## src/rtl/ddr_pkt_reader_pkg.sv

```systemverilog
// Shared definitions for the DDR packet writer/reader pair: beat geometry, length
// limits, header length extraction and the reader FSM states.
package ddr_pkt_reader_pkg;

  localparam int         BEAT_BYTES = 64;
  localparam logic [2:0] SIZE_CODE  = 3'd6;
  localparam int         MIN_PKT    = 64;
  localparam int         MAX_PKT    = 1500;
  // Byte positions of the big-endian length field inside beat 0
  localparam int         LEN_MSB    = 16;
  localparam int         LEN_LSB    = 17;

  typedef enum logic [2:0] {
    ST_IDLE,
    ST_HDR_AR,
    ST_HDR_R,
    ST_BODY_AR,
    ST_BODY_R,
    ST_ADVANCE,
    ST_HALT
  } rd_state_e;

  function automatic logic [15:0] pkt_len(input logic [7:0] msb_byte, input logic [7:0] lsb_byte);
    return {msb_byte, lsb_byte};
  endfunction

  function automatic logic [16:0] pkt_beats(input logic [15:0] len);
    return ({1'b0, len} + 17'd63) >> 6;
  endfunction

endpackage

```

## src/rtl/ddr_pkt_reader_if.sv

```systemverilog
// AXI4 read channels plus the AXI-stream output of the DDR packet reader.
// master = the reader, slave = memory / stream sink side.
interface ddr_pkt_reader_if #(
  parameter int ADDR_WIDTH = 32,
  parameter int DATA_WIDTH = 512,
  parameter int ID_WIDTH   = 4
);

  logic [ID_WIDTH-1:0]     m_axi_arid;
  logic [ADDR_WIDTH-1:0]   m_axi_araddr;
  logic [7:0]              m_axi_arlen;
  logic [2:0]              m_axi_arsize;
  logic [1:0]              m_axi_arburst;
  logic                    m_axi_arvalid;
  logic                    m_axi_arready;
  logic [ID_WIDTH-1:0]     m_axi_rid;
  logic [DATA_WIDTH-1:0]   m_axi_rdata;
  logic [1:0]              m_axi_rresp;
  logic                    m_axi_rlast;
  logic                    m_axi_rvalid;
  logic                    m_axi_rready;
  logic [DATA_WIDTH-1:0]   m_axis_tdata;
  logic [DATA_WIDTH/8-1:0] m_axis_tkeep;
  logic                    m_axis_tlast;
  logic                    m_axis_tvalid;
  logic                    m_axis_tready;

  modport master (
    output m_axi_arid, m_axi_araddr, m_axi_arlen, m_axi_arsize, m_axi_arburst, m_axi_arvalid,
    input  m_axi_arready,
    input  m_axi_rid, m_axi_rdata, m_axi_rresp, m_axi_rlast, m_axi_rvalid,
    output m_axi_rready,
    output m_axis_tdata, m_axis_tkeep, m_axis_tlast, m_axis_tvalid,
    input  m_axis_tready
  );

  modport slave (
    input  m_axi_arid, m_axi_araddr, m_axi_arlen, m_axi_arsize, m_axi_arburst, m_axi_arvalid,
    output m_axi_arready,
    output m_axi_rid, m_axi_rdata, m_axi_rresp, m_axi_rlast, m_axi_rvalid,
    input  m_axi_rready,
    input  m_axis_tdata, m_axis_tkeep, m_axis_tlast, m_axis_tvalid,
    output m_axis_tready
  );

endinterface

```

## src/rtl/ddr_pkt_reader_tkeep_gen.sv

```systemverilog
// Last-beat byte-enable mask from (packet length mod 64); combinational, no backpressure.
module ddr_pkt_reader_tkeep_gen
  import ddr_pkt_reader_pkg::*;
(
  input  logic [5:0]            rem_i,
  output logic [BEAT_BYTES-1:0] keep_o
);

  always_comb begin
    keep_o = '1;
    if (rem_i != 6'd0) keep_o = (BEAT_BYTES'(1) << rem_i) - BEAT_BYTES'(1);
  end

endmodule

```

## src/rtl/ddr_pkt_reader.sv

```systemverilog
// Replays committed DDR packets onto AXI-stream: header read, body burst, one output stage.
// One beat/cycle when streaming; rready drops while the output register holds an unaccepted beat.
module ddr_pkt_reader
  import ddr_pkt_reader_pkg::*;
#(
  parameter int                    ADDR_WIDTH   = 32,
  parameter int                    DATA_WIDTH   = 512,
  parameter int                    ID_WIDTH     = 4,
  parameter logic [ADDR_WIDTH-1:0] BASE_ADDR    = '0,
  parameter int                    CREDIT_WIDTH = 8
) (
  input  logic                    clk,
  input  logic                    rst,
  input  logic                    pkt_commit,
  ddr_pkt_reader_if.master        bus,
  output logic [CREDIT_WIDTH-1:0] pkts_pending,
  output logic                    err
);

  rd_state_e               state_q;
  logic [ADDR_WIDTH-1:0]   rd_addr_q, araddr_q;
  logic [7:0]              arlen_q;
  logic                    arvalid_q;
  logic [15:0]             len_q;
  logic [16:0]             nbeats_q, beat_cnt_q;
  logic                    drain_q;
  logic                    tvalid_q, tlast_q;
  logic [DATA_WIDTH-1:0]   tdata_q;
  logic [BEAT_BYTES-1:0]   tkeep_q;
  logic [CREDIT_WIDTH-1:0] pend_q;
  logic                    err_q;

  logic [15:0]           hdr_len;
  logic [16:0]           hdr_beats;
  logic                  hdr_bad, rready, r_acc, body_last, leave_idle;
  logic [5:0]            keep_rem;
  logic [BEAT_BYTES-1:0] last_keep;
  logic                  unused_rid;

  assign hdr_len    = pkt_len(bus.m_axi_rdata[LEN_MSB*8 +: 8], bus.m_axi_rdata[LEN_LSB*8 +: 8]);
  assign hdr_beats  = pkt_beats(hdr_len);
  assign hdr_bad    = (hdr_len < 16'(MIN_PKT)) || (hdr_len > 16'(MAX_PKT)) || (bus.m_axi_rresp != 2'b00);
  assign rready     = ((state_q == ST_HDR_R) || (state_q == ST_BODY_R)) && (!tvalid_q || bus.m_axis_tready);
  assign r_acc      = bus.m_axi_rvalid && rready;
  assign body_last  = (beat_cnt_q == nbeats_q - 17'd1);
  assign leave_idle = (state_q == ST_IDLE) && (pend_q != '0);
  assign keep_rem   = (state_q == ST_HDR_R) ? hdr_len[5:0] : len_q[5:0];
  assign unused_rid = ^bus.m_axi_rid;

  ddr_pkt_reader_tkeep_gen u_tkeep_gen (
    .rem_i  (keep_rem),
    .keep_o (last_keep)
  );

  always_ff @(posedge clk) begin
    if (rst) begin
      state_q    <= ST_IDLE;
      rd_addr_q  <= BASE_ADDR;
      araddr_q   <= BASE_ADDR;
      arlen_q    <= '0;
      arvalid_q  <= 1'b0;
      len_q      <= '0;
      nbeats_q   <= '0;
      beat_cnt_q <= '0;
      drain_q    <= 1'b0;
      tvalid_q   <= 1'b0;
      tlast_q    <= 1'b0;
      tdata_q    <= '0;
      tkeep_q    <= '0;
      pend_q     <= '0;
      err_q      <= 1'b0;
    end else begin
      // Commit and leave-IDLE in the same cycle cancel out
      if (pkt_commit && !leave_idle) begin
        if (pend_q == '1) err_q <= 1'b1;
        else              pend_q <= pend_q + 1'b1;
      end else if (!pkt_commit && leave_idle) begin
        pend_q <= pend_q - 1'b1;
      end

      if (tvalid_q && bus.m_axis_tready) tvalid_q <= 1'b0;

      unique case (state_q)
        ST_IDLE: begin
          if (leave_idle) begin
            state_q   <= ST_HDR_AR;
            arvalid_q <= 1'b1;
            araddr_q  <= rd_addr_q;
            arlen_q   <= '0;
          end
        end
        ST_HDR_AR: begin
          if (bus.m_axi_arready) begin
            arvalid_q <= 1'b0;
            state_q   <= ST_HDR_R;
          end
        end
        ST_HDR_R: begin
          if (r_acc) begin
            len_q    <= hdr_len;
            nbeats_q <= hdr_beats;
            if (hdr_bad) begin
              err_q   <= 1'b1;
              state_q <= ST_HALT;
            end else begin
              tvalid_q   <= 1'b1;
              tdata_q    <= bus.m_axi_rdata;
              tlast_q    <= (hdr_beats == 17'd1);
              tkeep_q    <= (hdr_beats == 17'd1) ? last_keep : '1;
              beat_cnt_q <= 17'd1;
              if (hdr_beats == 17'd1) begin
                state_q <= ST_ADVANCE;
              end else begin
                state_q   <= ST_BODY_AR;
                arvalid_q <= 1'b1;
                araddr_q  <= rd_addr_q + ADDR_WIDTH'(BEAT_BYTES);
                arlen_q   <= 8'(hdr_beats - 17'd2);
              end
            end
          end
        end
        ST_BODY_AR: begin
          drain_q <= 1'b0;
          if (bus.m_axi_arready) begin
            arvalid_q <= 1'b0;
            state_q   <= ST_BODY_R;
          end
        end
        ST_BODY_R: begin
          if (r_acc) begin
            // After an error response the rest of the burst is swallowed
            if ((bus.m_axi_rresp != 2'b00) || drain_q) begin
              err_q   <= 1'b1;
              drain_q <= 1'b1;
              if (bus.m_axi_rlast) state_q <= ST_HALT;
            end else if (bus.m_axi_rlast != body_last) begin
              err_q   <= 1'b1;
              state_q <= ST_HALT;
            end else begin
              tvalid_q   <= 1'b1;
              tdata_q    <= bus.m_axi_rdata;
              tlast_q    <= body_last;
              tkeep_q    <= body_last ? last_keep : '1;
              beat_cnt_q <= beat_cnt_q + 17'd1;
              if (body_last) state_q <= ST_ADVANCE;
            end
          end
        end
        ST_ADVANCE: begin
          rd_addr_q <= rd_addr_q + (ADDR_WIDTH'(nbeats_q) << SIZE_CODE);
          state_q   <= ST_IDLE;
        end
        ST_HALT: begin
          state_q <= ST_HALT;
        end
        default: state_q <= ST_HALT;
      endcase
    end
  end

  assign bus.m_axi_arid    = '0;
  assign bus.m_axi_araddr  = araddr_q;
  assign bus.m_axi_arlen   = arlen_q;
  assign bus.m_axi_arsize  = SIZE_CODE;
  assign bus.m_axi_arburst = 2'b01;
  assign bus.m_axi_arvalid = arvalid_q;
  assign bus.m_axi_rready  = rready;
  assign bus.m_axis_tdata  = tdata_q;
  assign bus.m_axis_tkeep  = tkeep_q;
  assign bus.m_axis_tlast  = tlast_q;
  assign bus.m_axis_tvalid = tvalid_q;
  assign pkts_pending      = pend_q;
  assign err               = err_q;

endmodule

```

## src/flat_wrapper.sv

```systemverilog
// flat-port wrapper written by rule: the top's interface ports become plain ports
module ddr_pkt_reader_flat import ddr_pkt_reader_pkg::*;
#(
  parameter int                    ADDR_WIDTH   = 32,
  parameter int                    DATA_WIDTH   = 512,
  parameter int                    ID_WIDTH     = 4,
  parameter logic [ADDR_WIDTH-1:0] BASE_ADDR    = '0,
  parameter int                    CREDIT_WIDTH = 8
)
  (clk, rst, pkt_commit, pkts_pending, err, bus_m_axi_arid, bus_m_axi_araddr, bus_m_axi_arlen, bus_m_axi_arsize, bus_m_axi_arburst, bus_m_axi_arvalid, bus_m_axi_arready, bus_m_axi_rid, bus_m_axi_rdata, bus_m_axi_rresp, bus_m_axi_rlast, bus_m_axi_rvalid, bus_m_axi_rready, bus_m_axis_tdata, bus_m_axis_tkeep, bus_m_axis_tlast, bus_m_axis_tvalid, bus_m_axis_tready);
  ddr_pkt_reader_if #(.ADDR_WIDTH(ADDR_WIDTH), .DATA_WIDTH(DATA_WIDTH), .ID_WIDTH(ID_WIDTH)) bus_i ();
  input  logic clk;
  input  logic rst;
  input  logic pkt_commit;
  output logic [CREDIT_WIDTH-1:0] pkts_pending;
  output logic err;
  output wire logic [$bits(bus_i.m_axi_arid)-1:0] bus_m_axi_arid;
  output wire logic [$bits(bus_i.m_axi_araddr)-1:0] bus_m_axi_araddr;
  output wire logic [$bits(bus_i.m_axi_arlen)-1:0] bus_m_axi_arlen;
  output wire logic [$bits(bus_i.m_axi_arsize)-1:0] bus_m_axi_arsize;
  output wire logic [$bits(bus_i.m_axi_arburst)-1:0] bus_m_axi_arburst;
  output wire logic [$bits(bus_i.m_axi_arvalid)-1:0] bus_m_axi_arvalid;
  input wire logic [$bits(bus_i.m_axi_arready)-1:0] bus_m_axi_arready;
  input wire logic [$bits(bus_i.m_axi_rid)-1:0] bus_m_axi_rid;
  input wire logic [$bits(bus_i.m_axi_rdata)-1:0] bus_m_axi_rdata;
  input wire logic [$bits(bus_i.m_axi_rresp)-1:0] bus_m_axi_rresp;
  input wire logic [$bits(bus_i.m_axi_rlast)-1:0] bus_m_axi_rlast;
  input wire logic [$bits(bus_i.m_axi_rvalid)-1:0] bus_m_axi_rvalid;
  output wire logic [$bits(bus_i.m_axi_rready)-1:0] bus_m_axi_rready;
  output wire logic [$bits(bus_i.m_axis_tdata)-1:0] bus_m_axis_tdata;
  output wire logic [$bits(bus_i.m_axis_tkeep)-1:0] bus_m_axis_tkeep;
  output wire logic [$bits(bus_i.m_axis_tlast)-1:0] bus_m_axis_tlast;
  output wire logic [$bits(bus_i.m_axis_tvalid)-1:0] bus_m_axis_tvalid;
  input wire logic [$bits(bus_i.m_axis_tready)-1:0] bus_m_axis_tready;
  assign bus_m_axi_arid = bus_i.m_axi_arid;
  assign bus_m_axi_araddr = bus_i.m_axi_araddr;
  assign bus_m_axi_arlen = bus_i.m_axi_arlen;
  assign bus_m_axi_arsize = bus_i.m_axi_arsize;
  assign bus_m_axi_arburst = bus_i.m_axi_arburst;
  assign bus_m_axi_arvalid = bus_i.m_axi_arvalid;
  assign bus_i.m_axi_arready = bus_m_axi_arready;
  assign bus_i.m_axi_rid = bus_m_axi_rid;
  assign bus_i.m_axi_rdata = bus_m_axi_rdata;
  assign bus_i.m_axi_rresp = bus_m_axi_rresp;
  assign bus_i.m_axi_rlast = bus_m_axi_rlast;
  assign bus_i.m_axi_rvalid = bus_m_axi_rvalid;
  assign bus_m_axi_rready = bus_i.m_axi_rready;
  assign bus_m_axis_tdata = bus_i.m_axis_tdata;
  assign bus_m_axis_tkeep = bus_i.m_axis_tkeep;
  assign bus_m_axis_tlast = bus_i.m_axis_tlast;
  assign bus_m_axis_tvalid = bus_i.m_axis_tvalid;
  assign bus_i.m_axis_tready = bus_m_axis_tready;
  ddr_pkt_reader #(.ADDR_WIDTH(ADDR_WIDTH), .DATA_WIDTH(DATA_WIDTH), .ID_WIDTH(ID_WIDTH), .BASE_ADDR(BASE_ADDR), .CREDIT_WIDTH(CREDIT_WIDTH)) u_core (.clk(clk), .rst(rst), .pkt_commit(pkt_commit), .bus(bus_i), .pkts_pending(pkts_pending), .err(err));
endmodule
```

## config.mk

```make
export PLATFORM = sky130hd
export DESIGN_NAME = ddr_pkt_reader_flat
export DESIGN_NICKNAME = d
export VERILOG_FILES = /design/src/rtl/ddr_pkt_reader_pkg.sv /design/src/rtl/ddr_pkt_reader_if.sv /design/src/rtl/ddr_pkt_reader_tkeep_gen.sv /design/src/rtl/ddr_pkt_reader.sv /design/src/flat_wrapper.sv
export SDC_FILE = /design/constraint.sdc
export NUM_CORES = 2
export LEC_CHECK = 0
export ABC_AREA = 0
export CAP_MARGIN = 25
export CORE_AREA = 2 2 446 448
export CTS_CLUSTER_DIAMETER = 100
export DETAILED_ROUTE_END_ITERATION = 10
export DIE_AREA = 0 0 448 450
export GPL_TIMING_DRIVEN = 0
export MAX_ROUTING_LAYER = met4
export PLACE_DENSITY_LB_ADDON = 0.08
export SETUP_SLACK_MARGIN = 0.05
export SYNTH_ARGS = -nofsm -noshare
export SYNTH_HDL_FRONTEND = slang
export SYNTH_SLANG_ARGS = --single-unit
```

## constraint.sdc

```tcl
create_clock -name clk -period 5.3 [get_ports clk]
set_input_delay 1.06 -clock clk [delete_from_list [all_inputs] [get_ports clk]]
set_output_delay 1.06 -clock clk [all_outputs]
set_load 0.02 [all_outputs]
```

* Word-level counts from Yosys, hierarchy flattened
Index checks and enable logic that the tools add are counted.
Widths: inputs -> output; s select.
** Word-level totals
- Register bits :: 698
- Bits of input ports :: 525
- Output and inout port bits :: 638
- Word-level logic and storage cells :: 158
** Operators by class
- Add/subtract/negate cells :: 9
- Order comparisons :: 2
- Equal/unequal tests :: 23
- Shifts and indexed selects :: 1
- Mux-type cells :: 77
- Reductions and logical operators :: 31
** Operator list (number)
- $mux 512 :: 5
- $pmux 512 s2 :: 1
- $mux 64 :: 8
- $mux 32 :: 4
- $pmux 64 s2 :: 1
- $mux 17 :: 5
- $pmux 32 s2 :: 1
- $shl 1x6->64 const A :: 1
- $sub 64x2->64 const B :: 1
- $mux 8 :: 7
- $pmux 17 s2 :: 1
- $mux 3 :: 11
- $add 32x17->32 :: 1
- $add 32x7->32 const B :: 1
- $mux 1 :: 25
- $pmux 3 s6 :: 1
- $add 16x6->17 const B :: 1
- $add 17x1->17 const B :: 1
- $eq 17x17->1 :: 1
- $gt 16x11->1 const B :: 1
- $lt 16x7->1 const B :: 1
- $ne 2x2->1 const B :: 8
- $pmux 8 s2 :: 1
- $reduce_and 6->1 :: 2
- other kinds (29) :: 53

* Longest topological paths before layout
- Word-level depth :: 10
- Depth in mapped cells :: 15
- Mapped depth without buffers :: 14

* By module
Synthesis repeated with hierarchy kept, for this count alone.
** Unflattened totals
- Cells, all modules :: 3629
- Area, all modules :: 28013.1 µm²
** By module, submodules not included
- ddr_pkt_reader :: times used 1, cells an instance 3350, area an instance 26426.6 µm², seq. area each 13733.2 µm²
- ddr_pkt_reader_tkeep_gen :: times used 1, cells an instance 279, area an instance 1586.5 µm², seq. area each 0.0 µm²

* Worst setup path after synthesis
No wires, ideal clock.
- Kind :: register to register
- Start point :: register u_core.state_q[2]
- End point :: register u_core.tkeep_q[10], in the netlist u_core.bus.m_axis_tkeep[10]
- Setup time :: 0.086 ns
- Data arrival time :: 3.408 ns
- Required time :: 5.214 ns
- Setup slack :: 1.807 ns
- Stages on the path, launching flop included :: 16
- Buffers on the path :: 3
- Period minus slack after synthesis :: 3.493 ns
- Cells stage by stage :: dfxtp_1 -> clkbuf_1 -> nor3b_1 -> buf_1 -> mux2_2 -> nor2_1 -> nand2_1 -> nor2_1 -> inv_1 -> ha_1 -> o41ai_1 -> a31o_2 -> clkbuf_1 -> a31oi_1 -> xnor2_1 -> a211oi_1
** On the way
- Longest elaborated chain between the ends :: 10
- Elaborated cells on any way between the ends :: 25
- Classes of those cells :: add/sub (1); eq/ne (7); shift (1); mux (10); reduce/logical (6)
** RTL lines
- from (decl) :: RTL line ddr_pkt_reader.sv:20 : rd_state_e state_q;
- from (signal assigned) :: RTL line ddr_pkt_reader.sv:57 : state_q <= ST_IDLE;
- from (signal assigned) :: RTL line ddr_pkt_reader.sv:86 : state_q <= ST_HDR_AR;
- from (signal assigned) :: RTL line ddr_pkt_reader.sv:95 : state_q <= ST_HDR_R;
- $eq 3x2->1 :: RTL line ddr_pkt_reader.sv:43, ddr_pkt_reader.sv:47, ddr_pkt_reader.sv:83
- $mux 6 :: RTL line ddr_pkt_reader.sv:47 : assign keep_rem = (state_q == ST_HDR_R) ? hdr_len[5:0] : len_q[5:0];
- $shl 1x6->64 :: RTL line ddr_pkt_reader_tkeep_gen.sv:11 : if (rem_i != 6'd0) keep_o = (BEAT_BYTES'(1) << rem_i) - BEAT_BYTES'(1);
- $sub 64x2->64 :: RTL line ddr_pkt_reader_tkeep_gen.sv:11
- $mux 64 :: RTL line ddr_pkt_reader_tkeep_gen.sv:11
- $mux 64 :: RTL line ddr_pkt_reader.sv:143 : tkeep_q <= body_last ? last_keep : '1;
- $mux 64 :: RTL line ddr_pkt_reader.sv:136 : end else if (bus.m_axi_rlast != body_last) begin
- $mux 64 :: RTL line ddr_pkt_reader.sv:132 : if ((bus.m_axi_rresp != 2'b00) || drain_q) begin
- $mux 64 :: RTL line ddr_pkt_reader.sv:130 : if (r_acc) begin
- $pmux 64 s2 :: RTL line ddr_pkt_reader.sv:83 : unique case (state_q)
- to (signal assigned) :: RTL line ddr_pkt_reader.sv:109 : tkeep_q <= (hdr_beats == 17'd1) ? last_keep : '1;
- to (signal assigned) :: RTL line ddr_pkt_reader.sv:143
- to (decl) :: RTL line ddr_pkt_reader.sv:29 : logic [BEAT_BYTES-1:0] tkeep_q;
Parallel ways exist; a longest one is shown, timed or not. The select of a mux whose other input is x is not followed.
A chain may end at the register's enable or synchronous reset.

* Worst setup path in the final report
- Start point :: register u_core.state_q[2]
- End point :: register u_core.tkeep_q[30], in the netlist u_core.bus.m_axis_tkeep[30]
The elaborated chain is that of the path after synthesis.

==> results.md <==
- The flow ran to the end, and the final reports show no timing, DRC or antenna violations.
- By area the synthesized netlist is led by sky130_fd_sc_hd__dfxtp_1, sky130_fd_sc_hd__nand2_1, sky130_fd_sc_hd__a21oi_1.
- Measured in cells, the most critical reg-to-reg path has a length of 15.
- Synthesis inferred 686 register bits.
- The headroom to the max-slew limit is 32.4%.
- The die covers 202000 µm².
- The cell total after placement is 7291.
- The path with the worst hold slack has its endpoint at u_core.bus.m_axis_tdata[434].
- The mean area per synthesized cell is 7.92 µm².
- The hold path depth is 2.
- The part of the total power dissipated in sequential elements is 35.5%.
- The tree is rooted in a sky130_fd_sc_hd__clkbuf_16.
- The number of ports placed on the die boundary is 1163.
- The async set-or-reset flop fraction in the synthesized netlist is 0%.
- The worst-case clock skew is 0.0443 ns.
- Measured on the finished design, the core utilization comes to 23.3%.
- The power density over the cells is 333 nW/µm².
- In this run, distinct cell masters in the synthesized netlist total 70.
- In this run switching power makes up 32.1% of total power.
- Walking the worst path, the cells encountered are clkbuf_1, nor3b_1, buf_1, mux2_2, nor2_1, nand2_1, nor2_2, inv_1, ha_1, o41ai_1, a31o_2, clkbuf_1, a31oi_1, xnor2_1, a211oi_1.
- The register area share after synthesis is 49.7%.
- The count of port buffers added during placement is 1139.
- The DRC violation total after the first TritonRoute iteration is 1477.
- Of the cells placed in the final design, the portion with a size suffix greater than 1 is 6.89%.
- The via count of the first global-routing pass came to 28600.
- The power spent charging and discharging nets is 4.90 mW.
- The H-tree depth is 3.
- In the routed design, unresolved DRC markers number 0.
- The number of slew-limit violations in the final report is 0.
- In the finished design, the share of the clock period the worst path needs comes to 91.7%.
- The dominant cell type by area after synthesis is sky130_fd_sc_hd__dfxtp_1.
- The top-area cell type share of the netlist area is 49.7%.
- The post-CTS setup buffer count is 0.
- TritonCTS built the clock tree.
- The cell area after technology mapping is 27700 µm².
- For this run the aggregate overflow at the end of global routing stands at 0.
- The timing-limited maximum frequency is 206 MHz.
- In this run the critical register-to-register path is captured at u_core.bus.m_axis_tkeep[30].
- Excluding fillers, the count of instances in the completed layout stands at 7511.
- The number of vias after detailed routing is 28900.
- The slowest stage of the critical path belongs to the cell sky130_fd_sc_hd__mux2_2.
- The layout has 21900 filler cells.
- Yosys mapped a number of flops with a built-in enable equal to 0.
- The first global-routing pass estimated 234 mm of wire.
- The most used flip-flop cell after synthesis is sky130_fd_sc_hd__dfxtp_1.
- The final antenna-violating net count is 0.
- The clock network is responsible for 43.4% of the overall power.
- The number of antenna violations at the first check in global routing is 42.
- The critical path startpoint category is a flip-flop.
- The combined global-route utilization of all metal layers is 16.9%.
- The number of failing hold endpoints at the final stage is 0.
- The family with the most delay on the worst path is simple AND/OR/NAND/NOR gates.
- IR analysis of the VDD net gives a maximum drop of 226 µV.
- Across the run, the number of max-cap violations was 0.
- The number of sinks handled by clock tree synthesis is 686.
- The number of setup violations in the final report is 0.
- In the routed layout, each cell is associated on average with a via count of 3.85.
- The startpoint of the lowest-slack register-to-register path is u_core.state_q[2].
- No sink is reached through more buffers than the 3 on the longest clock path.
- The analysis attributes to cell leakage a power of 15.0 nW.
- The worst hold path class is reg -> reg.
- The congestion estimate from routability-driven global placement came to 0.884.
- In this design, the stage delay of the slowest critical-path cell is 0.52 ns.
- The post-detailed-placement cell area is 42500 µm².
- For the worst-skew pair, the clock arrives at the later sink with an insertion delay of 0.74 ns.
- After clock tree synthesis, the clock-pin slew on the worst setup and hold paths is 0.06 ns.
- The initialized floorplan defines 163 standard-cell rows.
- The final wirelength is 172 mm.
- The internal power of the cells totals 10.4 mW.
- Counting every instance in the synthesized netlist gives 3492.
- Of the total power, combinational logic draws 21.1%.
- Among all cell types in the netlist, the one instantiated most often is sky130_fd_sc_hd__nand2_1.
- In the final routed layout, each cell accounts on average for 22.9 µm.
- For the finished layout, the period the worst path requires is 4.86 ns.
- Sorting the synthesized cells by how often they occur yields sky130_fd_sc_hd__nand2_1, sky130_fd_sc_hd__dfxtp_1, sky130_fd_sc_hd__a21oi_1.
- From left edge to right edge, the die measures 448 µm.
- Along the worst path, the maximum fanout reaches 10.
- Entering global routing, the biggest net connects 15 pins.
- At the pin with the least slew margin, the transition time is 1.01 ns.
- Across all hold checks on the routed design, the worst slack comes to 0.447 ns.
- After routing the design area is 45800 µm².
- The critical path depth is 15.
- The vertical die dimension is 450 µm.
- The post-synthesis to final-layout area growth is 65.6%.
- The data arrival time of the critical path is 5.44 ns.
- The setup slack on the worst flop-to-flop path is 0.44 ns.
- Setup repair after global routing left no endpoint under its margin.
- The startpoint identified for the worst hold timing path is u_core.bus.m_axis_tdata[434].
- The initial standard-cell utilization of the core is 14.1%.
- The design draws 15.3 mW.
- The placeable core region is 197000 µm².
- The data required time at the worst endpoint is 5.88 ns.
- Counting both buffers and inverters, the worst setup path holds a total of 4.
- The critical path is of the reg -> reg type.
- The wire-length estimate of the detail-placed layout is 137 mm.
- In this run, CTS created clock tree buffers numbering 98.
- The net total in the final layout is 5301.
- The total iterations of the first detailed-routing run is 5.
- The number of warnings issued by yosys is 0.
- By instance count, the cell type seen most on the critical path is sky130_fd_sc_hd__clkbuf_1.
- STA classifies the critical path endpoint as a flip-flop.
[logic make-up (layout without fill, tap and decap cells)]
kind of cell | count (synthesis) | in the layout | synth area share (%)
compound gates | 811 | 811 | 16.5
fa+ha+maj | 24 | 24 | 1.14
xor+xnor | 102 | 102 | 3.23
simple gates | 1558 | 1558 | 22.6
mux | 19 | 19 | 0.715
buf+inv | 290 | 1619 | 6.17
flops | 686 | 686 | 49.7
other cells | 2 | 52 | 0.0272
[state kept, by name (all words and copies together) (netlist names)]
| register | cells |
|---|---|
| u_core.len_q | 6 |
| u_core.state_q | 3 |
| u_core.nbeats_q | 11 |
| u_core.rd_addr_q | 26 |
| u_core.bus.m_axis_tkeep | 64 |
| u_core.bus.m_axi_araddr | 26 |
| u_core.beat_cnt_q | 17 |
| u_core.bus.m_axi_arlen | 8 |
| u_core.bus.m_axis_tlast | 1 |
| u_core.pkts_pending | 8 |
| u_core.err | 1 |
| u_core.bus.m_axis_tvalid | 1 |
| u_core.bus.m_axis_tdata | 512 |
| u_core.bus.m_axi_arvalid | 1 |
| u_core.drain_q | 1 |
[power by group through the flow]
stage               Clock, mW  Sequential [mW]  Combinational [mW]
CTS                      6.94             5.42                3.24
global route             7.11             5.44                3.48
floorplan                   0             5.62                1.57
finish                   6.61             5.42                3.22
global placement            0             5.53                3.24
detailed placement          0             5.53                3.23
[how the worst max path moves through the flow]
| stage | from | endpoint | slack (ns) |
|---|---|---|---|
| floorplan | u_core.state_q[2] | u_core.bus.m_axis_tkeep[10] | 1.81 |
| detailed placement | bus_m_axi_rdata[139] | u_core.bus.m_axis_tkeep[18] | 0.04 |
| global placement | bus_m_axi_rdata[132] | u_core.bus.m_axi_arlen[4] | -0.40 |
| CTS | u_core.state_q[2] | u_core.bus.m_axis_tkeep[30] | 0.32 |
| finish | u_core.state_q[2] | u_core.bus.m_axis_tkeep[30] | 0.44 |
| global route | u_core.state_q[2] | u_core.bus.m_axis_tkeep[30] | 0.21 |
[final cells by class]
type / instances / area (µm²) / area share, %
flip-flops and latches: 686 / 13700 / 30.0
multi-input cells: 2529 / 12300 / 26.8
repair buffers: 1147 / 11500 / 25.1
well taps: 2640 / 3300 / 7.21
clock buffers: 148 / 2850 / 6.22
plain buffers: 265 / 1610 / 3.52
clock inverters: 34 / 313 / 0.683
inverters: 25 / 93.8 / 0.205
diodes: 37 / 92.6 / 0.202
[what timing repair did]
item                       4_1_cts  5_1_grt
setup endpoints to repair        0        2
resized for setup                0        1
hold buffers                     0        0
[metrics by stage]
step	setup WS [ns]	setup TNS (ns)
2_1_floorplan	1.81	0
3_3_place_gp	-0.397	-4.53
3_5_place_dp	0.0387	0
4_1_cts	0.322	0
5_1_grt	0.211	0
6_report	0.442	0
[layout by cell type (no fill, tap or decap), drive strengths merged, types with 15 or more instances in the layout]
cell	instances
nand2	1153
clkdlybuf4s50	1139
dfxtp	686
a21oi	594
clkbuf	269
nor2	228
buf	152
a211oi	86
xnor2	71
nor3	45
nand3	39
diode	37
o21ai	37
xor2	31
inv	31
clkinv	24
ha	22
nor4	18
o21bai	15
conb	15
[tightest hold or removal path, delay by kind of cell (launching register included)]
kind	cells	cell delay, ns
DFF	1	0.31
and+or+nand+nor	1	0.05
AOI/OAI and AO/OA	1	0.05
[per-layer routing]
metal  part of all wire, %  GRT usage [%]  vias up
li1                      -              -    14200
met1                    40           19.3    13600
met2                    50           28.6      864
met3                   6.6           4.36      194
met4                   3.2           5.94        0
met5                     0              -        -
Power figures use the tool's default switching activity.
